==> src/rtl/mosby_pkg.sv <==
// Shared definitions for the MOSby 6502 front end: bus widths, reset vector,
// instruction-length codes and fetch FSM state codes.
package mosby_pkg;

  localparam int unsigned ADDR_W = 16;
  localparam int unsigned DATA_W = 8;
  localparam int unsigned LEN_W  = 2;
  localparam int unsigned ST_W   = 3;

  localparam logic [ADDR_W-1:0] RESET_VECTOR_DEF = 16'hFFFC;

  localparam logic [LEN_W-1:0] LEN_1 = 2'd1;
  localparam logic [LEN_W-1:0] LEN_2 = 2'd2;
  localparam logic [LEN_W-1:0] LEN_3 = 2'd3;

  typedef logic [ST_W-1:0] state_t;

  localparam state_t ST_VEC_LO   = 3'd0;
  localparam state_t ST_VEC_HI   = 3'd1;
  localparam state_t ST_FETCH_OP = 3'd2;
  localparam state_t ST_FETCH_LO = 3'd3;
  localparam state_t ST_FETCH_HI = 3'd4;
  localparam state_t ST_HOLD     = 3'd5;

endpackage

==> src/rtl/opcode_length.sv <==
// 6502 instruction length decode from the opcode byte (1, 2 or 3 bytes).
// Purely combinational; also reused by the decoder.
module opcode_length
  import mosby_pkg::*;
(
  input  logic [DATA_W-1:0] op,
  output logic [LEN_W-1:0]  len
);

  logic is_len1;
  logic is_len3;

  always_comb begin
    is_len1 = (op[3:0] == 4'h8) || (op[3:0] == 4'hA) ||
              (op == 8'h00) || (op == 8'h40) || (op == 8'h60);
    is_len3 = (op[3:2] == 2'b11) || (op[4:0] == 5'b11001) || (op == 8'h20);
    len = LEN_2;
    if (is_len1) begin
      len = LEN_1;
    end else if (is_len3) begin
      len = LEN_3;
    end
  end

endmodule

==> src/rtl/fetch_unit.sv <==
// MOSby 6502 instruction fetch: loads the reset vector, then fetches one
// instruction at a time and hands it to the decoder over valid/ready.
module fetch_unit
  import mosby_pkg::*;
#(
  parameter logic [ADDR_W-1:0] RESET_VECTOR = RESET_VECTOR_DEF
) (
  input  logic              clk_1,
  input  logic              rst,
  output logic [ADDR_W-1:0] mem_addr,
  output logic              mem_rd,
  input  logic [DATA_W-1:0] mem_data,
  input  logic              mem_rdy,
  input  logic              pc_load,
  input  logic [ADDR_W-1:0] pc_in,
  output logic [15:0]       instruction,
  output logic [DATA_W-1:0] operand_hi,
  output logic [LEN_W-1:0]  instr_len,
  output logic [ADDR_W-1:0] instr_pc,
  output logic              instr_valid,
  input  logic              instr_ready
);

  state_t              state_q, state_d;
  logic [ADDR_W-1:0]   pc_q, pc_d;
  logic [DATA_W-1:0]   opcode_q, opcode_d;
  logic [DATA_W-1:0]   operand_lo_q, operand_lo_d;
  logic [DATA_W-1:0]   operand_hi_q, operand_hi_d;
  logic [LEN_W-1:0]    len_q, len_d;
  logic [ADDR_W-1:0]   instr_pc_q, instr_pc_d;
  logic [ADDR_W-1:0]   mem_addr_q, mem_addr_d;
  logic                mem_rd_q, mem_rd_d;
  logic                instr_valid_q, instr_valid_d;
  logic [LEN_W-1:0]    op_len_c;

  opcode_length u_opcode_length (
    .op  (mem_data),
    .len (op_len_c)
  );

  // Next state and datapath; memory-side outputs are precomputed from the next state.
  always_comb begin
    state_d      = state_q;
    pc_d         = pc_q;
    opcode_d     = opcode_q;
    operand_lo_d = operand_lo_q;
    operand_hi_d = operand_hi_q;
    len_d        = len_q;
    instr_pc_d   = instr_pc_q;

    case (state_q)
      ST_VEC_LO: if (mem_rdy) begin
        pc_d[7:0] = mem_data;
        state_d   = ST_VEC_HI;
      end
      ST_VEC_HI: if (mem_rdy) begin
        pc_d[15:8] = mem_data;
        state_d    = ST_FETCH_OP;
      end
      ST_FETCH_OP: if (mem_rdy) begin
        opcode_d     = mem_data;
        operand_lo_d = '0;
        operand_hi_d = '0;
        len_d        = op_len_c;
        instr_pc_d   = pc_q;
        pc_d         = pc_q + 16'd1;
        state_d      = (op_len_c == LEN_1) ? ST_HOLD : ST_FETCH_LO;
      end
      ST_FETCH_LO: if (mem_rdy) begin
        operand_lo_d = mem_data;
        pc_d         = pc_q + 16'd1;
        state_d      = (len_q == LEN_2) ? ST_HOLD : ST_FETCH_HI;
      end
      ST_FETCH_HI: if (mem_rdy) begin
        operand_hi_d = mem_data;
        pc_d         = pc_q + 16'd1;
        state_d      = ST_HOLD;
      end
      ST_HOLD: if (instr_ready) begin
        state_d = ST_FETCH_OP;
      end
      default: state_d = ST_VEC_LO;
    endcase

    // Redirect wins over everything once the vector is loaded, abandoning any partial fetch.
    if (pc_load && (state_q != ST_VEC_LO) && (state_q != ST_VEC_HI)) begin
      pc_d    = pc_in;
      state_d = ST_FETCH_OP;
    end

    mem_rd_d      = (state_d != ST_HOLD);
    instr_valid_d = (state_d == ST_HOLD);
    case (state_d)
      ST_VEC_LO: mem_addr_d = RESET_VECTOR;
      ST_VEC_HI: mem_addr_d = RESET_VECTOR + 16'd1;
      default:   mem_addr_d = pc_d;
    endcase
  end

  always_ff @(posedge clk_1 or posedge rst) begin
    if (rst) begin
      state_q       <= ST_VEC_LO;
      pc_q          <= '0;
      opcode_q      <= '0;
      operand_lo_q  <= '0;
      operand_hi_q  <= '0;
      len_q         <= '0;
      instr_pc_q    <= '0;
      mem_addr_q    <= RESET_VECTOR;
      mem_rd_q      <= 1'b1;
      instr_valid_q <= 1'b0;
    end else begin
      state_q       <= state_d;
      pc_q          <= pc_d;
      opcode_q      <= opcode_d;
      operand_lo_q  <= operand_lo_d;
      operand_hi_q  <= operand_hi_d;
      len_q         <= len_d;
      instr_pc_q    <= instr_pc_d;
      mem_addr_q    <= mem_addr_d;
      mem_rd_q      <= mem_rd_d;
      instr_valid_q <= instr_valid_d;
    end
  end

  assign mem_addr    = mem_addr_q;
  assign mem_rd      = mem_rd_q;
  assign instruction = {operand_lo_q, opcode_q};
  assign operand_hi  = operand_hi_q;
  assign instr_len   = len_q;
  assign instr_pc    = instr_pc_q;
  assign instr_valid = instr_valid_q;

endmodule

==> config.mk <==
export PLATFORM = sky130hd
export DESIGN_NAME = fetch_unit
export DESIGN_NICKNAME = d
export VERILOG_FILES = /design/src/rtl/mosby_pkg.sv /design/src/rtl/opcode_length.sv /design/src/rtl/fetch_unit.sv
export SDC_FILE = /design/constraint.sdc
export NUM_CORES = 1
export LEC_CHECK = 0
export ABC_CLOCK_PERIOD_IN_PS = 2300
export BUFFER_PORTS_ARGS = -buffer_cell sky130_fd_sc_hd__buf_2
export CORE_AREA = 2 2 95 97
export DETAILED_ROUTE_END_ITERATION = 16
export DIE_AREA = 0 0 97 99
export GPL_ROUTABILITY_DRIVEN = 0
export GPL_TIMING_DRIVEN = 0
export PLACE_DENSITY_LB_ADDON = 0.3
export SLEW_MARGIN = 5
export SYNTH_ARGS = -nofsm -noshare
export SYNTH_HDL_FRONTEND = slang
export SYNTH_SLANG_ARGS = --single-unit
export TNS_END_PERCENT = 100
==> constraint.sdc <==
create_clock -name clk_1 -period 2.3 [get_ports clk_1]
set_input_delay 0.46 -clock clk_1 [delete_from_list [all_inputs] [get_ports clk_1]]
set_output_delay 0.46 -clock clk_1 [all_outputs]
set_load 0.01 [all_outputs]
==> flow_summary.ini, run 1 <==
[status]
status = complete, no violations

[synth]
avgSynthCellArea_um2 = 10.6
synthFlopType = dfrtp_1
netlist_area_um2 = 3980
ys_warn_count = 0
ys_seq_elements = 79
yosysUniqueCellTypes = 61
ys_seq_area_share_pct = 50.2
synthTopCellsByArea = dfrtp_1, dfstp_2, mux2_2
yosysMostFrequentCell = dfrtp_1
synth_cells = 376
synth_edf_count = 0
synth.top_cell.area_share_pct = 40.3
synth_commonest_cells = dfrtp_1, nand2_1, o21ai_0
async_flop_share_pct = 100
syn_nets = 406
yosysTopAreaCell = dfrtp_1

[floorplan]
die_y_um = 99
io_pins = 89
rows = 34
die_w_um = 97
coreArea_um2 = 8550
dieArea_um2 = 9600
initial_core_util_pct = 46.5

[worst_setup_path]
worstSetupPathType = in2reg
critPathCaptureType = flop
worstPathRequired_ns = 2.55
reg2regPathDepth = 6
cp_max_fo = 10
cp.arrival_ns = 2.45
r2r-start = state_q[0]
timing.rr.end = instr_valid
critPathLaunchType = primary input
ff2ff_setup_slack_ns = 0.13

[job]
cap_violations = 0

[global_route]
antenna_found_initial = 0
met1_usage_pct = 31.8
grt.met2_usage_pct = 36.3
grt_use_met3_pct = 5.25
grt_usage_pct = 23.4
grt_max_degree = 43
grt_pass1_vias = 3384
grt_most_used_layer = met2
overflow = 0
grt_pass1_wl_um = 17600

[cts]
clkSlewWorstSetupHoldPaths_ns = 0.08
cts_buffers = 9
root_buffer = clkbuf_8
post_cts_buffers = 0
clk_latency_ns = 0.36
clockBufferDepth = 2
h-tree-depth = 3
cts_tree = yes
cts.sinks = 79

[finish]
drive_gt1_share_pct = 36.5
fillers = 783
postLayoutCellArea_um2 = 4880
nets = 505
antenna_cells = 0
syn_to_final_growth_pct = 22.6
final_core_util_pct = 57.0
finalNonFillerCells = 588

[timing]
hold_ws_ns = 0.234
period_share_pct = 95.4
tightest_slew_ns = 0.788
rsz0062_at_grt = no
hold_violations = 0
maxSlewViolCount = 0
finClkSkew_ns = 0.0111
fmax_mhz = 456
finalCriticalPeriod_ns = 2.19
timing.slew.headroom_pct = 47.4
final-setup-viol-count = 0

[place]
detailed_place_hpwl_um = 7850
dp.cells = 573
portBuffers = 88
postPlaceCellArea_um2 = 4580

[drt]
wire_per_inst_um = 19.0
detail-route-antenna-nets = 0
vias_per_cell = 6.00
drt_pass1_iterations = 5
routed_wl_um = 11200
route.detailed.drc = 0
drt-initial-drc-count = 434
vias = 3527

[power]
power_density_nw_per_um2 = 1520
leakage_nw = 2.12
ir_worst_vdd_mv = 0.600

[hold_path]
holdCritPathClass = in2async
-- report_power, final --
group	switching, W	total [W]	internal, W	leakage [nW]
logic	0.00201	0.00351	0.00150	1.05
registers	0.000465	0.00259	0.00212	0.934
clock network	0.000514	0.00129	0.000780	0.130
-- registers in the layout (all words and copies together), names as in the netlist --
| register | count |
|---|---|
| instr_len | 2 |
| operand_lo_q | 8 |
| instr_pc | 16 |
| mem_addr | 16 |
| operand_hi | 8 |
| mem_rd | 1 |
| opcode_q | 8 |
| pc_q | 16 |
| instr_valid | 1 |
| state_q | 3 |
-- logic make-up after synthesis --
family	count (synthesis)	share of synthesized area [%]
simple gates	113	15.2
compound gates	111	20.7
flops	79	50.2
buf+inv	34	3.52
mux	28	7.83
xor+xnor	9	1.98
fa+ha+maj	2	0.566
-- through the flow --
stage | setup slack [ns] | TNS, ns | power [W]
2_1_floorplan | 0.202 | 0 | 0.00485
3_3_place_gp | -0.312 | -8.65 | 0.00590
3_5_place_dp | -0.340 | -9.56 | 0.00601
4_1_cts | 0.000629 | 0 | 0.00734
5_1_grt | 0.0166 | 0 | 0.00788
6_report | 0.107 | 0 | 0.00739
-- critical path: stages --
cell,delay [ns]
buf_2,0.19
or4_4,0.56
o311a_4,0.40
o311ai_4,0.48
buf_6,0.24
nand4_1,0.12
-- layout by cell type, fill, tap and decap left out, types with 11 or more instances in the layout --
cell,count
nor3_1,12
o21ai_0,26
clkbuf_8,11
buf_2,92
dfstp_2,15
mux2_2,25
clkbuf_1,11
nand2_1,35
o22ai_1,11
nor2_1,15
dfrtp_1,64
a21oi_1,16
-- cell type report --
type / count / area, um2 / share of cell area [%]
Inverter: 9 / 37.5 / 0.770
Multi-Input combinational cell: 263 / 1880 / 38.6
Clock buffer: 11 / 151 / 3.10
Timing Repair Buffer: 89 / 460 / 9.44
Sequential cell: 79 / 2000 / 40.9
Buffer: 24 / 111 / 2.28
Tap cell: 108 / 135 / 2.77
Clock inverter: 5 / 104 / 2.13
-- how the worst max path moves through the flow --
stage / start / end / slack, ns / cells past startpoint
3_3_place_gp: mem_rdy / instr_pc[14] / -0.31 / 6
2_1_floorplan: mem_data[7] / mem_addr[10] / 0.20 / 5
4_1_cts: state_q[0] / operand_hi[6] / 0.0006 / 5
3_5_place_dp: mem_rdy / instr_pc[10] / -0.34 / 6
6_report: mem_data[2] / mem_addr[15] / 0.11 / 6
5_1_grt: state_q[0] / pc_q[6] / 0.02 / 6
-- routing by layer --
layer / vias up / wire length [um]
li1: 1605 / -
met3: 22 / 1040
met2: 181 / 5150
met1: 1719 / 4780
met4: 0 / 227
met5: - / 0
-- repair_timing --
item                       4_1_cts  5_1_grt
resized for setup                2       16
setup endpoints to repair       27       50
hold buffers                     0        0
hold endpoints to repair         0        0
Power figures use the tool's default switching activity.
==> run 2, diff against run 1 <==
- ABC_CLOCK_PERIOD_IN_PS: 2300 -> 2200
- CELL_PAD_IN_SITES_DETAIL_PLACEMENT: unset -> 0
- CELL_PAD_IN_SITES_GLOBAL_PLACEMENT: unset -> 2
- CORE_AREA: 2 2 95 97 -> 2 2 112 114
- DIE_AREA: 0 0 97 99 -> 0 0 114 116
- SKIP_CTS_REPAIR_TIMING: unset -> 1
- clock period: 2.3 -> 2.2 ns (I/O delays scaled with it)
==> run 2 against run 1 <==
Effect of this change: worst hold slack improved by 0.091 ns; power rose by 12%; sequential cell count did not move; setup slack improved by 0.0068 ns; register-to-register slack barely moved; combinational power rose by 9.7%.
==> flow_summary.ini, run 2 (same netlist as run 1, synthesis figures left out) <==
[cts]
root_buffer = clkbuf_16
cts_buffers = 9
cts.sinks = 79
clk_latency_ns = 0.34
cts_tree = yes
h-tree-depth = 3
clkSlewWorstSetupHoldPaths_ns = 0.06
clockBufferDepth = 2

[timing]
fmax_mhz = 479
maxSlewViolCount = 0
hold_violations = 0
setup_tns_ns = 0
finalCriticalPeriod_ns = 2.09
finClkSkew_ns = 0.00565
hold_ws_ns = 0.325
timing.slew.headroom_pct = 63.7
tightest_slew_ns = 0.544
final-setup-viol-count = 0
period_share_pct = 94.8
rsz0062_at_grt = no

[global_route]
antenna_found_initial = 0
grt_max_degree = 40
grt_usage_pct = 19.6
grt_pass1_wl_um = 19700
overflow = 0
grt_pass1_vias = 3467

[drt]
vias = 3481
route.detailed.drc = 0
drt-initial-drc-count = 216
vias_per_cell = 5.48
drt_pass1_iterations = 4
detail-route-antenna-nets = 0
routed_wl_um = 12500
wire_per_inst_um = 19.6

[power]
combPwrFrac_pct = 46.3
p_int_w = 0.00506
seqPwrFrac_pct = 33.0
swShare_pct = 39.1
p_clk_share_pct = 20.7
p_switching_w = 0.00325
power_density_nw_per_um2 = 1620
leakage_nw = 2.21
ir_worst_vdd_mv = 0.550

[worst_setup_path]
reg2regPathDepth = 8
worstPathRequired_ns = 2.46
timing.rr.end = mem_addr[6]
path_depth = 8
cp_max_fo = 8
crit_path_frequent_cell = buf_4
path_cells = buf_2, or4_4, o311ai_2, o311ai_4, buf_12, buf_4, buf_4, o211ai_1
critPathLaunchType = primary input
ff2ff_setup_slack_ns = 0.12
crit_buf_inv = 4
cp.arrival_ns = 2.34
worstSetupPathType = in2reg
crit_path_top_delay_cell = or4_4
critPathCaptureType = flop
slowest_delay_ns = 0.56
r2r-start = state_q[2]
cp_top_family = compound AO/OA/AOI/OAI gates

[place]
detailed_place_hpwl_um = 8940
dp.cells = 613
postPlaceCellArea_um2 = 4650
portBuffers = 88

[floorplan]
rows = 40
die_y_um = 116
io_pins = 89
dieArea_um2 = 13200
coreArea_um2 = 11900
initial_core_util_pct = 33.4
die_w_um = 114

[job]
cap_violations = 0

[hold_path]
min_delay_path_depth = 3
holdCritPathClass = in2reg
holdCritStartpoint = pc_in[2]
whs_endpoint = pc_q[2]

[finish]
layout_commonest_cell = buf_2
drive_gt1_share_pct = 38.2
finalNonFillerCells = 635
postLayoutCellArea_um2 = 5130
syn_to_final_growth_pct = 28.9
final_core_util_pct = 43.1
nets = 512
mostFrequentLayoutCells = buf_2, dfrtp_1, nand2_1

[status]
status = complete, no violations
run 2: changes by cell type in the layout (fill, tap and decap cells not counted), sizes merged:
cell         previous run  this run
buf                    95       101
clkinv                  2         1
inv                     8         9
diode                   0         1
dlygate4sd3             0         1
run 2: metrics by stage:
| step | setup WS (ns) | power (W) |
|---|---|---|
| after floorplan | 0.122 | 0.00507 |
| after global placement | -0.474 | 0.00633 |
| after detailed placement | -0.502 | 0.00641 |
| after CTS | -0.291 | 0.00816 |
| after global routing | 0.0212 | 0.00889 |
| final | 0.113 | 0.00831 |
run 2: worst max path at each step:
stage,slack (ns),endpoint,start
2_1_floorplan,0.12,mem_addr[10],mem_data[7]
3_3_place_gp,-0.47,mem_addr[13],mem_data[2]
3_5_place_dp,-0.50,instr_pc[0],mem_rdy
4_1_cts,-0.29,instr_pc[0],state_q[1]
5_1_grt,0.02,mem_addr[4],state_q[2]
6_report,0.11,mem_addr[6],mem_data[2]
run 2: cell type report:
| class | instances | area, um2 |
|---|---|---|
| flip-flops and latches | 79 | 2000 |
| clock inverters | 5 | 104 |
| inverters | 9 | 37.5 |
| repair buffers | 97 | 548 |
| fillers | 1199 | 6780 |
| clock buffers | 11 | 243 |
| plain buffers | 23 | 116 |
| diodes | 1 | 2.50 |
| well taps | 147 | 184 |
| multi-input cells | 263 | 1900 |
run 2: power groups by stage:
stage | Combinational (W) | Clock, W | Sequential, W
floorplan | 0.00221 | 0 | 0.00286
global placement | 0.00364 | 0 | 0.00269
detailed placement | 0.00370 | 0 | 0.00271
CTS | 0.00371 | 0.00176 | 0.00270
global route | 0.00422 | 0.00183 | 0.00284
finish | 0.00385 | 0.00172 | 0.00274
run 2: metal layers:
| metal | global-route usage [%] | part of all wire (%) | up-vias | wire length, um |
|---|---|---|---|---|
| li1 | - | - | 1628 | - |
| met1 | 27.4 | 48 | 1725 | 5960 |
| met2 | 29.9 | 44 | 110 | 5520 |
| met3 | 4.50 | 6.1 | 18 | 766 |
| met4 | 6.99 | 1.7 | 0 | 215 |
| met5 | 0 | 0 | - | 0 |
run 2: worst reg2reg max path, stage by stage, from the launching register on:
cell,delay [ns]
dfrtp_1,0.36
buf_2,0.18
o21a_1,0.36
nor4_4,0.41
o311ai_4,0.17
buf_12,0.18
buf_4,0.13
buf_4,0.13
o211ai_1,0.09
